$ cat src/rtl/alu_op_sequencer.sv
// rtl/alu_op_sequencer.sv - issue-side sequencer for the funct-coded ALU/shifter/multiplier datapath (optional macro ALU_SEQ_BACK2BACK_EN)
module alu_op_sequencer #(
    parameter int MUL_CYCLES = 32,
    parameter int SETTLE     = 2
) (
    input  logic        i_clk,
    input  logic        i_reset,
    input  logic        i_req_valid,
    output logic        o_req_ready,
    input  logic [5:0]  i_req_funct,
    input  logic [31:0] i_req_a,
    input  logic [31:0] i_req_b,
    output logic [5:0]  o_alu_signal,
    output logic [31:0] o_alu_dataA,
    output logic [31:0] o_alu_dataB,
    input  logic [31:0] i_alu_result,
    output logic        o_rsp_valid,
    input  logic        i_rsp_ready,
    output logic [31:0] o_rsp_lo,
    output logic [31:0] o_rsp_hi,
    output logic        o_rsp_err
);

    localparam logic [5:0] F_AND   = 6'b100100;
    localparam logic [5:0] F_OR    = 6'b100101;
    localparam logic [5:0] F_ADD   = 6'b100000;
    localparam logic [5:0] F_SUB   = 6'b100010;
    localparam logic [5:0] F_SLT   = 6'b101010;
    localparam logic [5:0] F_SLL   = 6'b000010;
    localparam logic [5:0] F_MULTU = 6'b011001;
    localparam logic [5:0] F_MFHI  = 6'b010000;
    localparam logic [5:0] F_MFLO  = 6'b010010;
    localparam logic [5:0] F_NOP   = 6'b000000;

    localparam int CNT_MAX = (MUL_CYCLES > SETTLE) ? MUL_CYCLES : SETTLE;
    localparam int CW      = $clog2(CNT_MAX + 1);

    // Counters are loaded with (length - 1) on state entry and the state exits on zero.
    localparam logic [CW-1:0] SETTLE_LD = CW'(SETTLE - 1);
    localparam logic [CW-1:0] MUL_LD    = CW'(MUL_CYCLES - 1);

    typedef enum logic [2:0] {
        S_IDLE,
        S_ISSUE,
        S_MUL_RUN,
        S_RD_HI,
        S_RD_LO,
        S_RESP
    } state_t;

    state_t          r_state;
    state_t          w_state_nxt;
    state_t          w_launch_state;
    logic [CW-1:0]   r_cnt;
    logic [CW-1:0]   w_cnt_nxt;
    logic [CW-1:0]   w_launch_cnt;
    logic [5:0]      r_funct;
    logic [31:0]     r_a;
    logic [31:0]     r_b;
    logic [31:0]     r_rsp_lo;
    logic [31:0]     r_rsp_hi;
    logic            r_rsp_err;
    logic            w_accept;
    logic            w_is_logic;
    logic            w_is_mul;
    logic            w_sample_lo;
    logic            w_sample_hi;
    logic            w_clr_hi;
    logic [5:0]      w_alu_signal;

    // Classify the incoming funct code and pick the state/count an accepted request starts in.
    always_comb begin
        w_is_mul   = (i_req_funct == F_MULTU);
        w_is_logic = (i_req_funct == F_AND) || (i_req_funct == F_OR)  ||
                     (i_req_funct == F_ADD) || (i_req_funct == F_SUB) ||
                     (i_req_funct == F_SLT) || (i_req_funct == F_SLL);
        if (w_is_mul) begin
            w_launch_state = S_MUL_RUN;
            w_launch_cnt   = MUL_LD;
        end else if (w_is_logic) begin
            w_launch_state = S_ISSUE;
            w_launch_cnt   = SETTLE_LD;
        end else begin
            w_launch_state = S_RESP;
            w_launch_cnt   = '0;
        end
    end

    // Request acceptance: normally only when idle; back-to-back mode also accepts while a response retires.
    always_comb begin
`ifdef ALU_SEQ_BACK2BACK_EN
        o_req_ready = (r_state == S_IDLE) || ((r_state == S_RESP) && i_rsp_ready);
`else
        o_req_ready = (r_state == S_IDLE);
`endif
        w_accept = i_req_valid && o_req_ready;
    end

    // State and dwell-counter register.
    always_ff @(posedge i_clk or negedge i_reset) begin
        if (!i_reset) begin
            r_state <= S_IDLE;
            r_cnt   <= '0;
        end else begin
            r_state <= w_state_nxt;
            r_cnt   <= w_cnt_nxt;
        end
    end

    // Next-state, dwell counting, datapath funct code and result-sample strobes.
    always_comb begin
        w_state_nxt  = r_state;
        w_cnt_nxt    = r_cnt;
        w_sample_lo  = 1'b0;
        w_sample_hi  = 1'b0;
        w_clr_hi     = 1'b0;
        w_alu_signal = F_NOP;
        case (r_state)
            S_IDLE: begin
                if (w_accept) begin
                    w_state_nxt = w_launch_state;
                    w_cnt_nxt   = w_launch_cnt;
                end
            end
            S_ISSUE: begin
                w_alu_signal = r_funct;
                if (r_cnt == '0) begin
                    w_state_nxt = S_RESP;
                    w_sample_lo = 1'b1;
                    w_clr_hi    = 1'b1;
                end else begin
                    w_cnt_nxt = r_cnt - CW'(1);
                end
            end
            S_MUL_RUN: begin
                w_alu_signal = F_MULTU;
                if (r_cnt == '0) begin
                    w_state_nxt = S_RD_HI;
                    w_cnt_nxt   = SETTLE_LD;
                end else begin
                    w_cnt_nxt = r_cnt - CW'(1);
                end
            end
            S_RD_HI: begin
                w_alu_signal = F_MFHI;
                if (r_cnt == '0) begin
                    w_state_nxt = S_RD_LO;
                    w_cnt_nxt   = SETTLE_LD;
                    w_sample_hi = 1'b1;
                end else begin
                    w_cnt_nxt = r_cnt - CW'(1);
                end
            end
            S_RD_LO: begin
                w_alu_signal = F_MFLO;
                if (r_cnt == '0) begin
                    w_state_nxt = S_RESP;
                    w_sample_lo = 1'b1;
                end else begin
                    w_cnt_nxt = r_cnt - CW'(1);
                end
            end
            S_RESP: begin
                if (i_rsp_ready) begin
                    w_state_nxt = S_IDLE;
                    w_cnt_nxt   = '0;
                    if (w_accept) begin
                        w_state_nxt = w_launch_state;
                        w_cnt_nxt   = w_launch_cnt;
                    end
                end
            end
            default: begin
                w_state_nxt = S_IDLE;
                w_cnt_nxt   = '0;
            end
        endcase
    end

    // Request capture and response registers; an invalid funct leaves the operand registers untouched.
    always_ff @(posedge i_clk or negedge i_reset) begin
        if (!i_reset) begin
            r_funct   <= F_NOP;
            r_a       <= '0;
            r_b       <= '0;
            r_rsp_lo  <= '0;
            r_rsp_hi  <= '0;
            r_rsp_err <= 1'b0;
        end else begin
            if (w_accept) begin
                r_funct <= i_req_funct;
                if (w_is_logic || w_is_mul) begin
                    r_a       <= i_req_a;
                    r_b       <= i_req_b;
                    r_rsp_err <= 1'b0;
                end else begin
                    r_rsp_err <= 1'b1;
                    r_rsp_lo  <= '0;
                    r_rsp_hi  <= '0;
                end
            end
            if (w_sample_lo) begin
                r_rsp_lo <= i_alu_result;
            end
            if (w_sample_hi) begin
                r_rsp_hi <= i_alu_result;
            end else if (w_clr_hi) begin
                r_rsp_hi <= '0;
            end
        end
    end

    assign o_alu_signal = w_alu_signal;
    assign o_alu_dataA  = r_a;
    assign o_alu_dataB  = r_b;
    assign o_rsp_valid  = (r_state == S_RESP);
    assign o_rsp_lo     = r_rsp_lo;
    assign o_rsp_hi     = r_rsp_hi;
    assign o_rsp_err    = r_rsp_err;

endmodule

$ cat config.mk
export PLATFORM = sky130hd
export DESIGN_NAME = alu_op_sequencer
export DESIGN_NICKNAME = d
export VERILOG_FILES = /design/src/rtl/alu_op_sequencer.sv
export SDC_FILE = /design/constraint.sdc
export NUM_CORES = 1
export LEC_CHECK = 0
export ABC_AREA = 1
export CORE_MARGIN = 3
export CORE_UTILIZATION = 25
export CTS_CLUSTER_DIAMETER = 200
export DETAILED_ROUTE_END_ITERATION = 12
export PLACE_DENSITY = 0.63
export SLEW_MARGIN = 15
export SYNTH_ARGS = -nofsm -noshare
export SYNTH_HDL_FRONTEND = slang
export SYNTH_SLANG_ARGS = --single-unit
$ cat constraint.sdc
create_clock -name i_clk -period 1.56 [get_ports i_clk]
set_input_delay 0.156 -clock i_clk [delete_from_list [all_inputs] [get_ports i_clk]]
set_output_delay 0.156 -clock i_clk [all_outputs]
set_load 0.1 [all_outputs]
==> summary.txt <==
Route
  • Drt pass-1 iters: 4
  • Post-route ant nets: 0
  • DR iter-0 viols: 280
  • Via count: slightly below 6000
  • Via density: 4.53
  • DRC Markers: 0
  • Total wire length: 24500 um
  • WL per Instance: 18.9 um

Global routing
  • First-pass GRT wire length: around 32000 um
  • Largest net degree at the start of global routing: 56
  • Antenna violations before repair: 0
  • Total Routing Usage GR: 16.0%
  • Global route overflow: 0
  • Vias in the first global route: 5696

Die
  • Core ar.: 22900 um2
  • Std-Cell Rows: 55
  • Die ar.: approximately 26000 um2
  • Ports: 243
  • Die X: 160 um
  • Starting Density: around 26%
  • Die Span Y: 160 um

STA
  • Highest clock rate: 551 MHz
  • RSZ-0062 raised after global routing: true
  • Worst Skew: 0.0156 ns
  • Period minus WS final: approximately 1.8 ns
  • Slew headroom: just under 80%
  • Final setup vio count: 140
  • Final Hold Fails: 0
  • Post-route clock period utilization: 116%
  • Slew Limit Fails: 0
  • Worst-Margin Slew: 0.332 ns
  • Setup ws final: -0.253 ns

CTS
  • CTS Buf Count: 17
  • Clk pin slew, worst setup/hold paths: 0.07 ns
  • Root buf cell: clkbuf_16
  • Clock sinks: 144
  • Clk buf depth: 2
  • Htree depth: 4
  • Worst-Skew Late Latency: 0.42 ns
  • CTS tree: yes

Placement
  • Placed Area: roughly 10000 um2
  • PortBufs: 242
  • Detailed-placement wirelength estimate: 13900 um
  • GP Congestion: 0.800

Pwr
  • Pwr/cell area: 2430 nW/um2
  • Max VDD drop: 1.73 mV
  • Pleak: 0.00615 uW
  • PnR Total Power: 31900 uW

Critical path
  • Worst Setup Start Kind: flop
  • Crit-path max cell delay: roughly 0.40 ns
  • Critical Path, Cell by Cell: buf_6 > inv_4 > nand3_4 > buf_4 > o21ai_4 > buf_12
  • Crit-path slowest cell: dfrtp_1
  • Worst setup EP type: output port
  • Crit-path max FO: 4
  • Critical path origin: r_state[1]
  • FF-to-FF Start: r_state[0]
  • Critical path class: reg -> out
  • Worst Path Required: approximately 1.4 ns
  • CP Buf/Inv Count: 4
  • Crit path max-delay family: buffers and inverters
  • Arr. time, crit path: 1.66 ns

Layout
  • Seq. cell area: 3600 um2
  • Layout cells sized above 1: 52.7%
  • Fin area: 13200 um2
  • Filler instances: 1820
  • Nets: 1082
  • Multi-input logic area: about 3000 um2
  • Area grow syn2layout: 122%
  • N_diodes: 0

Yosys
  • Post-synthesis adder-cell area fraction: 0.211%
  • Largest family of logic cells by synthesized area: simple AND/OR/NAND/NOR gates
  • Sequential area share after synthesis: 60.9%
  • Post-synthesis cell type count: 27
  • Syn Std Cell Area: 5920 um2
  • Fraction of the mapped netlist area in simple logic gates: 22.8%
  • Mean cell area of the mapped netlist: 9.02 um2
  • Synth Area in Compound Gates: around 7.7%
  • Yosys warns: 0
  • Synth Area in XOR/XNOR: 0.592%
  • #FFs+latches synth: 144
  • Mux share of post-synthesis cell area: 0%
  • Syn Inst Count: 656
  • Post-Syn Nets: 763

Job
  • Max-cap violations: 0

Status
  • Outcome: finished with violations
  • Failing checks: negative setup slack

Worst hold path
  • Hold Path Class: in -> async
## layer usage
| layer | GRT usage [%] | share of wire, % |
|---|---|---|
| met2 | 26.0 | 51 |
| met4 | 3.16 | 1.4 |
| met3 | 5.73 | 6.8 |
| met1 | 20.8 | 41 |
| met5 | 0 | 0 |
## area by class of cell
| class | instances | share of cell area [%] |
|---|---|---|
| multi-input combinational | 420 | 23.2 |
| clock inverter | 14 | 1.36 |
| clock buffer | 18 | 3.26 |
| inverter | 60 | 1.92 |
| timing repair buffer | 331 | 39.8 |
| timing repair inverter | 1 | 0.124 |
| sequential | 144 | 27.4 |
| tap | 313 | 2.98 |
## placed cells by master, fill, tap and decap left out, drive strengths merged
master           n
o21ai           80
xor2             4
o21a             1
nand2          236
inv             64
clkdlybuf4s50  104
bufinv           3
dlygate4sd3      1
nor2            13
nor3             1
a21oi            7
buf            209
clkinvlp         3
nand3           73
dfrtp          144
o211ai           1
o22ai            1
clkbuf          35
ha               1
clkinv           5
nand4            2
## flip-flops by register name, indices dropped and copies added (netlist names)
register / count
o_alu_dataA: 32
o_alu_dataB: 32
o_rsp_hi: 32
o_rsp_lo: 32
r_cnt: 6
r_funct: 6
r_state: 3
o_rsp_err: 1
## cell usage after synthesis
library cell / instances / area (um2)
nor2_2: 2 / 12.5
nor3_1: 1 / 5.00
buf_2: 10 / 50.1
inv_1: 58 / 218
buf_1: 1 / 3.75
buf_6: 12 / 135
nor2_4: 1 / 11.3
nand3_1: 71 / 355
xor2_1: 4 / 35.0
nand2_1: 232 / 871
o21a_1: 1 / 7.51
o21ai_0: 57 / 285
nand3_2: 1 / 10.0
dfrtp_1: 144 / 3600
inv_2: 1 / 3.75
ha_1: 1 / 12.5
a21oi_1: 7 / 35.0
buf_4: 1 / 7.51
nand2_2: 3 / 18.8
nand4_1: 2 / 12.5
clkbuf_1: 9 / 33.8
inv_4: 1 / 6.26
o211ai_1: 1 / 7.51
o21ai_1: 23 / 115
nor2_1: 10 / 37.5
o22ai_1: 1 / 6.26
nand3_4: 1 / 17.5
## kinds of logic (layout without fill, tap and decap cells)
logic type / count (synthesis) / after routing
XOR/XNOR: 4 / 4
AND/OR/NAND/NOR: 324 / 325
adder cells (fa/ha/maj): 1 / 1
buffers and inverters: 93 / 424
AO/OA/AOI/OAI: 90 / 90
flip-flops: 144 / 144
## per-stage QoR
| stage | std cells | setup WS, ns | setup TNS (ns) | utilization [%] | hold WS, ns |
|---|---|---|---|---|---|
| global placement | 1216 | -0.294 | -35.44 | 44.8 | -0.0106 |
| CTS | 1265 | -0.253 | -2.40 | 49.7 | 0.107 |
| floorplan | 656 | -0.674 | -3.45 | - | -0.140 |
| global route | 1301 | -0.351 | -34.92 | 57.4 | 0.116 |
| detailed placement | 1216 | -0.369 | -41.49 | 44.8 | -0.00946 |
| finish | 1301 | -0.253 | -17.38 | 57.4 | 0.133 |
## worst register-to-register path: stages, from the launching register on
cell and delay [ns]:
dfrtp_1 0.42, nor2_2 0.15, nand2_2 0.07, buf_6 0.13
nor2_4 0.17, buf_8 0.15, buf_12 0.11, nand2_8 0.11
clkbuf_16 0.20, nand2_1 0.06, nand2_1 0.05
## where the power goes
group | internal [uW] | switching, uW | leakage [uW]
Clock | 2550 | 1790 | 0.000294
Sequential | 5040 | 1570 | 0.00188
Combinational | 7800 | 13200 | 0.00399
## timing repair
action,4_1_cts,5_1_grt
endpoints found under the setup margin,58,148
hold buffers,1,0
setup buffers,11,19
gates resized for setup,103,316
endpoints found under the hold margin,144,0
pin swaps,9,71
cloned,5,24
## final timing paths
check	cells after the start	end	slack, ns
setup / recovery	6	o_alu_signal[3]	-0.25
hold / removal	2	o_alu_dataB[10]	0.13
setup reg to reg	10	o_alu_dataB[23]	-0.18
hold reg to reg	2	o_alu_dataA[11]	0.54
max in group asynchronous	3	o_alu_dataA[9]	0.84
min in group i_clk	3	o_alu_dataA[27]	0.27
No activity file was read; power rests on OpenSTA's default activity.
